`src/rtl/bus_rr_arbiter_if.sv`:
```
// Shared-port arbitration bundle: requester levels, completion pulses,
// datapath mux select and the shared port handshake.
//
// Handshake: the arbiter raises bus_valid for the whole time a grant is
// held; the port raises bus_ready in a cycle where it takes the transaction.
// A transfer completes on the rising edge where bus_valid && bus_ready are
// both high. bus_ready is ignored while bus_valid is low, and bus_valid
// never drops before that edge unless the grant times out.
interface bus_rr_arbiter_if;
    logic [3:0] req;
    logic [3:0] ack;
    logic       err;
    logic [1:0] sel;
    logic       bus_valid;
    logic       bus_ready;
    logic       busy;

    // Arbiter side.
    modport slave (
        input  req,
        input  bus_ready,
        output ack,
        output err,
        output sel,
        output bus_valid,
        output busy
    );

    // Requesters plus the shared port.
    modport master (
        output req,
        output bus_ready,
        input  ack,
        input  err,
        input  sel,
        input  bus_valid,
        input  busy
    );
endinterface

```
`src/rtl/bus_rr_arbiter.sv`:
```
// Four-requester round-robin arbiter for one shared bus/memory port.
// Holds the grant until the port accepts or the timeout expires, then pulses
// ack (and err on timeout) for one cycle and re-arbitrates from the
// requester after the one just served.
module bus_rr_arbiter #(
    parameter int TIMEOUT = 16
) (
    input  logic             clk,
    input  logic             rst_n,
    bus_rr_arbiter_if.slave  bus,
    output logic [1:0]       state_dbg
);

    typedef enum logic [1:0] {
        IDLE  = 2'd0,
        GRANT = 2'd1,
        DONE  = 2'd2
    } state_t;

    // Counter just wide enough to hold TIMEOUT; one bit when timeout is off.
    localparam int CW = (TIMEOUT > 0) ? $clog2(TIMEOUT + 1) : 1;
    localparam logic [CW-1:0] TO_LAST = (TIMEOUT > 0) ? CW'(TIMEOUT - 1) : '0;
    localparam logic [CW-1:0] CNT_MAX = '1;

    state_t        state, state_d;
    logic [1:0]    sel_q, sel_d;
    logic [1:0]    ptr, ptr_d;
    logic [CW-1:0] cnt, cnt_d;
    logic          err_q, err_d;

    logic [1:0]    winner;
    logic          found;
    logic [1:0]    idx;

    // Round-robin search starting at ptr: first requester found wins.
    always_comb begin
        winner = '0;
        found  = 1'b0;
        idx    = '0;
        for (int k = 0; k < 4; k++) begin
            idx = ptr + 2'(k);
            if (!found && bus.req[idx]) begin
                winner = idx;
                found  = 1'b1;
            end
        end
    end

    // Next-state logic for the grant sequence, counter and pointer.
    always_comb begin
        state_d = state;
        sel_d   = sel_q;
        ptr_d   = ptr;
        cnt_d   = cnt;
        err_d   = err_q;
        case (state)
            IDLE: begin
                if (found) begin
                    sel_d   = winner;
                    cnt_d   = '0;
                    err_d   = 1'b0;
                    state_d = GRANT;
                end
            end
            GRANT: begin
                // Acceptance beats a timeout landing in the same cycle.
                if (bus.bus_ready) begin
                    err_d   = 1'b0;
                    state_d = DONE;
                end else if ((TIMEOUT != 0) && (cnt == TO_LAST)) begin
                    err_d   = 1'b1;
                    state_d = DONE;
                end else if (cnt != CNT_MAX) begin
                    cnt_d = cnt + 1'b1;
                end
            end
            DONE: begin
                ptr_d   = sel_q + 2'd1;
                state_d = IDLE;
            end
            default: begin
                state_d = IDLE;
            end
        endcase
    end

    // State register; reset drops any in-flight transaction silently.
    always_ff @(posedge clk or negedge rst_n) begin
        if (!rst_n) begin
            state <= IDLE;
            sel_q <= '0;
            ptr   <= '0;
            cnt   <= '0;
            err_q <= 1'b0;
        end else begin
            state <= state_d;
            sel_q <= sel_d;
            ptr   <= ptr_d;
            cnt   <= cnt_d;
            err_q <= err_d;
        end
    end

    // Outputs decode registered state only; no path from req or bus_ready.
    assign bus.bus_valid = (state == GRANT);
    assign bus.busy      = (state != IDLE);
    assign bus.ack       = (state == DONE) ? (4'b0001 << sel_q) : 4'b0000;
    assign bus.err       = (state == DONE) && err_q;
    assign bus.sel       = sel_q;
    assign state_dbg     = state;

endmodule

```
`src/flat_wrapper.sv`:
```
// flat-port wrapper written by rule: the top's interface ports become plain ports
module bus_rr_arbiter_flat 
#(
    parameter int TIMEOUT = 16
)
  (clk, rst_n, state_dbg, bus_req, bus_bus_ready, bus_ack, bus_err, bus_sel, bus_bus_valid, bus_busy);
  bus_rr_arbiter_if bus_i ();
  input  logic clk;
  input  logic rst_n;
  output logic [1:0] state_dbg;
  input wire logic [$bits(bus_i.req)-1:0] bus_req;
  input wire logic [$bits(bus_i.bus_ready)-1:0] bus_bus_ready;
  output wire logic [$bits(bus_i.ack)-1:0] bus_ack;
  output wire logic [$bits(bus_i.err)-1:0] bus_err;
  output wire logic [$bits(bus_i.sel)-1:0] bus_sel;
  output wire logic [$bits(bus_i.bus_valid)-1:0] bus_bus_valid;
  output wire logic [$bits(bus_i.busy)-1:0] bus_busy;
  assign bus_i.req = bus_req;
  assign bus_i.bus_ready = bus_bus_ready;
  assign bus_ack = bus_i.ack;
  assign bus_err = bus_i.err;
  assign bus_sel = bus_i.sel;
  assign bus_bus_valid = bus_i.bus_valid;
  assign bus_busy = bus_i.busy;
  bus_rr_arbiter #(.TIMEOUT(TIMEOUT)) u_core (.clk(clk), .rst_n(rst_n), .bus(bus_i), .state_dbg(state_dbg));
endmodule
```
`config.mk`:
```
export PLATFORM = sky130hd
export DESIGN_NAME = bus_rr_arbiter_flat
export DESIGN_NICKNAME = d
export VERILOG_FILES = /design/src/rtl/bus_rr_arbiter_if.sv /design/src/rtl/bus_rr_arbiter.sv /design/src/flat_wrapper.sv
export SDC_FILE = /design/constraint.sdc
export NUM_CORES = 1
export LEC_CHECK = 0
export BUFFER_PORTS_ARGS = -buffer_cell sky130_fd_sc_hd__buf_2
export CORE_MARGIN = 2
export CORE_UTILIZATION = 54
export CTS_BUF_LIST = sky130_fd_sc_hd__clkbuf_2 sky130_fd_sc_hd__clkbuf_4 sky130_fd_sc_hd__clkbuf_8
export DETAILED_ROUTE_END_ITERATION = 7
export GPL_TIMING_DRIVEN = 0
export MAX_ROUTING_LAYER = met4
export PLACE_DENSITY = 0.82
export SLEW_MARGIN = 20
export SYNTH_ARGS = -nofsm -noshare
export SYNTH_HDL_FRONTEND = slang
export SYNTH_SLANG_ARGS = --single-unit
```
`constraint.sdc`:
```
create_clock -name clk -period 2.62 [get_ports clk]
set_clock_uncertainty 0.15 [all_clocks]
set_input_delay 0.131 -clock clk [delete_from_list [all_inputs] [get_ports clk]]
set_output_delay 0.131 -clock clk [all_outputs]
set_load 0.05 [all_outputs]
```
==> metrics.md <==
| Metric | Value |
|---|---|
| Max Freq | 0.4527 GHz |
| Routed length per placed instance | 11.63 µm |
| Count of port buffers added during placement | 17 |
| Area added between synthesis and finish | 18.34% |
| Total number of placement rows | 13 |
| Worst Setup EP | u_core.cnt[0] |
| Peak supply drop | ~0.00064 V |
| Die outline height | between 40 and 50 µm |
| Clock slew at the register clock pins of the worst setup and hold paths | about 80 ps |
| Number of cells upsized or downsized after cts | 0 |
| Power per cell area | around 830 nW/µm² |
| Cell type with the highest aggregate area in the netlist | sky130_fd_sc_hd__dfrtp_1 |
| Final-report setup violation count | 0 |
| Bufs on Longest Clock Path | 2 |
| Number of cell instances on the worst register-to-register path | 7 |
| Number of max-slew violations in the final report | 0 |
| Post-detailed-route count of antenna-violating nets | 0 |
| Floorplan core area | roughly 1300 µm² |
| Type of the worst min-delay path | input pin to register |
| Synthesis-stage register bit count | 12 |
| Clock sink total | 12 |
| DIE WIDTH | about 42 µm |
| CP Launch Point | u_core.cnt[0] |
| Cell types occupying the most area after synthesis | sky130_fd_sc_hd__dfrtp_1 (38%), sky130_fd_sc_hd__ha_1 (11%), sky130_fd_sc_hd__inv_1 (5.2%) |
| Dpl cell area | 902.1 µm² |
| Tcrit/Tclk final | between 80% and 90% |
| Synthesized instance count | 80 |
| Clock buffer count from CTS | 3 |
| Total number of vias | just over 600 |
| Number of flops mapped to enable cells by yosys | 0 |
| Critical register-to-register path endpoint | u_core.cnt[0] |
| Via count of the first global-routing pass | between 500 and 600 |
| Setup repair after global routing missed its margin | false |
| Residual DRC | 0 |
| LEAKAGE | 0.4739 nW |
| Data required time at the worst endpoint | around 2600 ps |
| Placed Cells incl. Taps | about 110 |
| Yosys top cell area share | 37.62% |
| Total setup buffers inserted after CTS | 0 |
| Placer Congestion | just over 0.8 |
| Total standard cell area after synthesis | approximately 800 µm² |
| Worst setup slack for register-to-register paths | 410 ps |
| Aggregate global-route resource usage | ~18% |
| Transition time of the tightest slew-check pin | ~390 ps |
| Sequential fraction of the synthesis area | between 30% and 40% |
| Initial DRT Pass Iterations | 3 |
| Ant. Diodes | 0 |
| Top FF cell, synth | sky130_fd_sc_hd__dfrtp_1 |
| Total number of nets in the final design | 118 |
| Slew headroom | ~74% |
| Setup Total Neg Slack | 0 ps |
| Boundary pin count | 18 |
| Hold WS | about 110 ps |
| Final design instance area without fill | approximately 940 µm² |
| Fraction of final layout cells with drive strength greater than 1 | around a third |
| Kind of start point of the critical path | register |
| Final critical-path required period | roughly 2200 ps |
| Wire length reported by the detailed router | roughly 1400 µm |
| Worst r2r src | u_core.cnt[0] |
| Total of warnings raised by yosys | 0 |
| Ys async rst share | 100.0% |
| Class of the most critical setup path | register to register |
| Clock latency on the worst-skew pair | 270 ps |
| Total half-perimeter wirelength after legalization and detailed placement | 1058 µm |
| Detail-routed via count per cell | ~5.2 |
| Starting density of the core | between 50% and 60% |
| Endpoint kind of the worst setup timing path | register |
| Mapped Nets | 94 |
| Synthesized area per cell | roughly 10 µm² |
| Antenna violations before repair | 0 |
| Hold Fails Final Rpt | 0 |
| Number of DRC markers after the initial detailed-route iteration | 5 |
| Area of the die | ~1800 µm² |
| Hold-fix buffer count after cts | 2 |
| Number of distinct standard cells referenced by the synthesized netlist | 31 |
| Data arrival time of the critical path | around 2200 ps |
| CTS tree | yes |
| Result of the run | finished clean |
| Global-route wire length before repair | roughly 2400 µm |
| CP max FO | 4 |
| Root buf cell | sky130_fd_sc_hd__clkbuf_4 |
| Gr ovfl total | 0 |
| Depth of the worst hold-timing path | 3 |
| Leading cell types by count after synthesis | sky130_fd_sc_hd__dfrtp_1 (12), sky130_fd_sc_hd__inv_1 (11), sky130_fd_sc_hd__ha_1 (7) |
| Most frequently used cell type in the post-synthesis netlist | sky130_fd_sc_hd__dfrtp_1 |
| Layout Cells excl Fill | 117 |
| MaxCap Viol Count | 0 |
| Level count of the clock H-tree | 1 |
| Maximum number of pins on one net before global-route repair | 13 |
[flip-flops by register name, indices dropped and copies added (netlist names)]
| signal | count |
|---|---|
| u_core.cnt | 5 |
| u_core.state_dbg | 2 |
| u_core.ptr | 2 |
| u_core.err_q | 1 |
| u_core.bus.sel | 2 |
[area by class of cell]
| cell class | instances | area [µm²] |
|---|---|---|
| Multi-Input combinational cell | 57 | 456.7 |
| Fill cell | 106 | 389.1 |
| Sequential cell | 12 | 300.3 |
| Timing Repair Buffer | 19 | 105.1 |
| Inverter | 11 | 41.29 |
| Clock buffer | 3 | 22.52 |
| Tap cell | 15 | 18.77 |
[layer usage]
layer | vias up | part of all wire (%) | GRT usage (%)
met4 | 0 | 0.44 | 3.750
met3 | 2 | 3.2 | 2.586
met1 | 275 | 46 | 21.24
li1 | 319 | - | -
met2 | 9 | 50 | 31.38
met5 | - | 0 | -
[critical path, cell delays in order, from the launching register on]
cell and delay [ps]:
sky130_fd_sc_hd__dfrtp_1 420, sky130_fd_sc_hd__ha_1 220, sky130_fd_sc_hd__and3_1 200, sky130_fd_sc_hd__ha_1 220, sky130_fd_sc_hd__or3_4 430, sky130_fd_sc_hd__nor2_4 140, sky130_fd_sc_hd__nor2_2 70, sky130_fd_sc_hd__mux2_4 260
[how the worst min path moves through the flow]
| stage | to | from |
|---|---|---|
| 2_1_floorplan | u_core.bus.sel[0] | rst_n |
| 3_3_place_gp | u_core.ptr[0] | rst_n |
| 3_5_place_dp | u_core.ptr[0] | rst_n |
| 4_1_cts | u_core.bus.sel[1] | bus_req[3] |
| 5_1_grt | u_core.bus.sel[1] | bus_req[3] |
| 6_report | u_core.bus.sel[1] | bus_req[3] |
[through the flow]
stage / total power, mW / utilization, % / setup slack, ps
after floorplan: 0.5854 / - / 527.9
after global placement: 0.6598 / 67.64 / 448.2
after detailed placement: 0.6729 / 67.64 / 418.7
after CTS: 0.7856 / 70.83 / 400.8
after global routing: 0.8418 / 70.83 / 317.2
final: 0.7806 / 70.83 / 411.1
[where the power goes]
group | switching (mW) | internal [mW] | leakage [nW]
Clock | 0.0602 | 0.0531 | 0.0138
Combinational | 0.236 | 0.128 | 0.307
Sequential | 0.0666 | 0.236 | 0.153
Total | 0.363 | 0.418 | 0.474
[placed cells by master, fill, tap and decap left out, types with 2 or more instances in the layout]
master / Yosys / final
sky130_fd_sc_hd__a21oi_1: 4 / 4
sky130_fd_sc_hd__a22o_2: 2 / 2
sky130_fd_sc_hd__and2_1: 5 / 5
sky130_fd_sc_hd__buf_2: 0 / 17
sky130_fd_sc_hd__clkbuf_4: 0 / 3
sky130_fd_sc_hd__dfrtp_1: 12 / 12
sky130_fd_sc_hd__dlygate4sd3_1: 0 / 2
sky130_fd_sc_hd__ha_1: 7 / 7
sky130_fd_sc_hd__inv_1: 11 / 11
sky130_fd_sc_hd__mux2_2: 2 / 2
sky130_fd_sc_hd__nand2b_1: 2 / 2
sky130_fd_sc_hd__nor2_1: 6 / 6
sky130_fd_sc_hd__nor2_2: 2 / 2
sky130_fd_sc_hd__nor2_4: 2 / 2
sky130_fd_sc_hd__nor2b_1: 2 / 2
sky130_fd_sc_hd__nor3_1: 2 / 2
sky130_fd_sc_hd__nor3_2: 2 / 2
sky130_fd_sc_hd__o21ai_0: 2 / 2
sky130_fd_sc_hd__xnor2_1: 2 / 2
[logic make-up after synthesis]
logic type | Yosys count | synth area share (%)
adder cells (fa/ha/maj) | 7 | 10.97
AO/OA/AOI/OAI | 13 | 11.13
XOR/XNOR | 2 | 2.195
flip-flops | 12 | 37.62
multiplexers | 4 | 5.955
buffers and inverters | 11 | 5.172
AND/OR/NAND/NOR | 31 | 26.96
No activity file was read; power rests on OpenSTA's default activity.
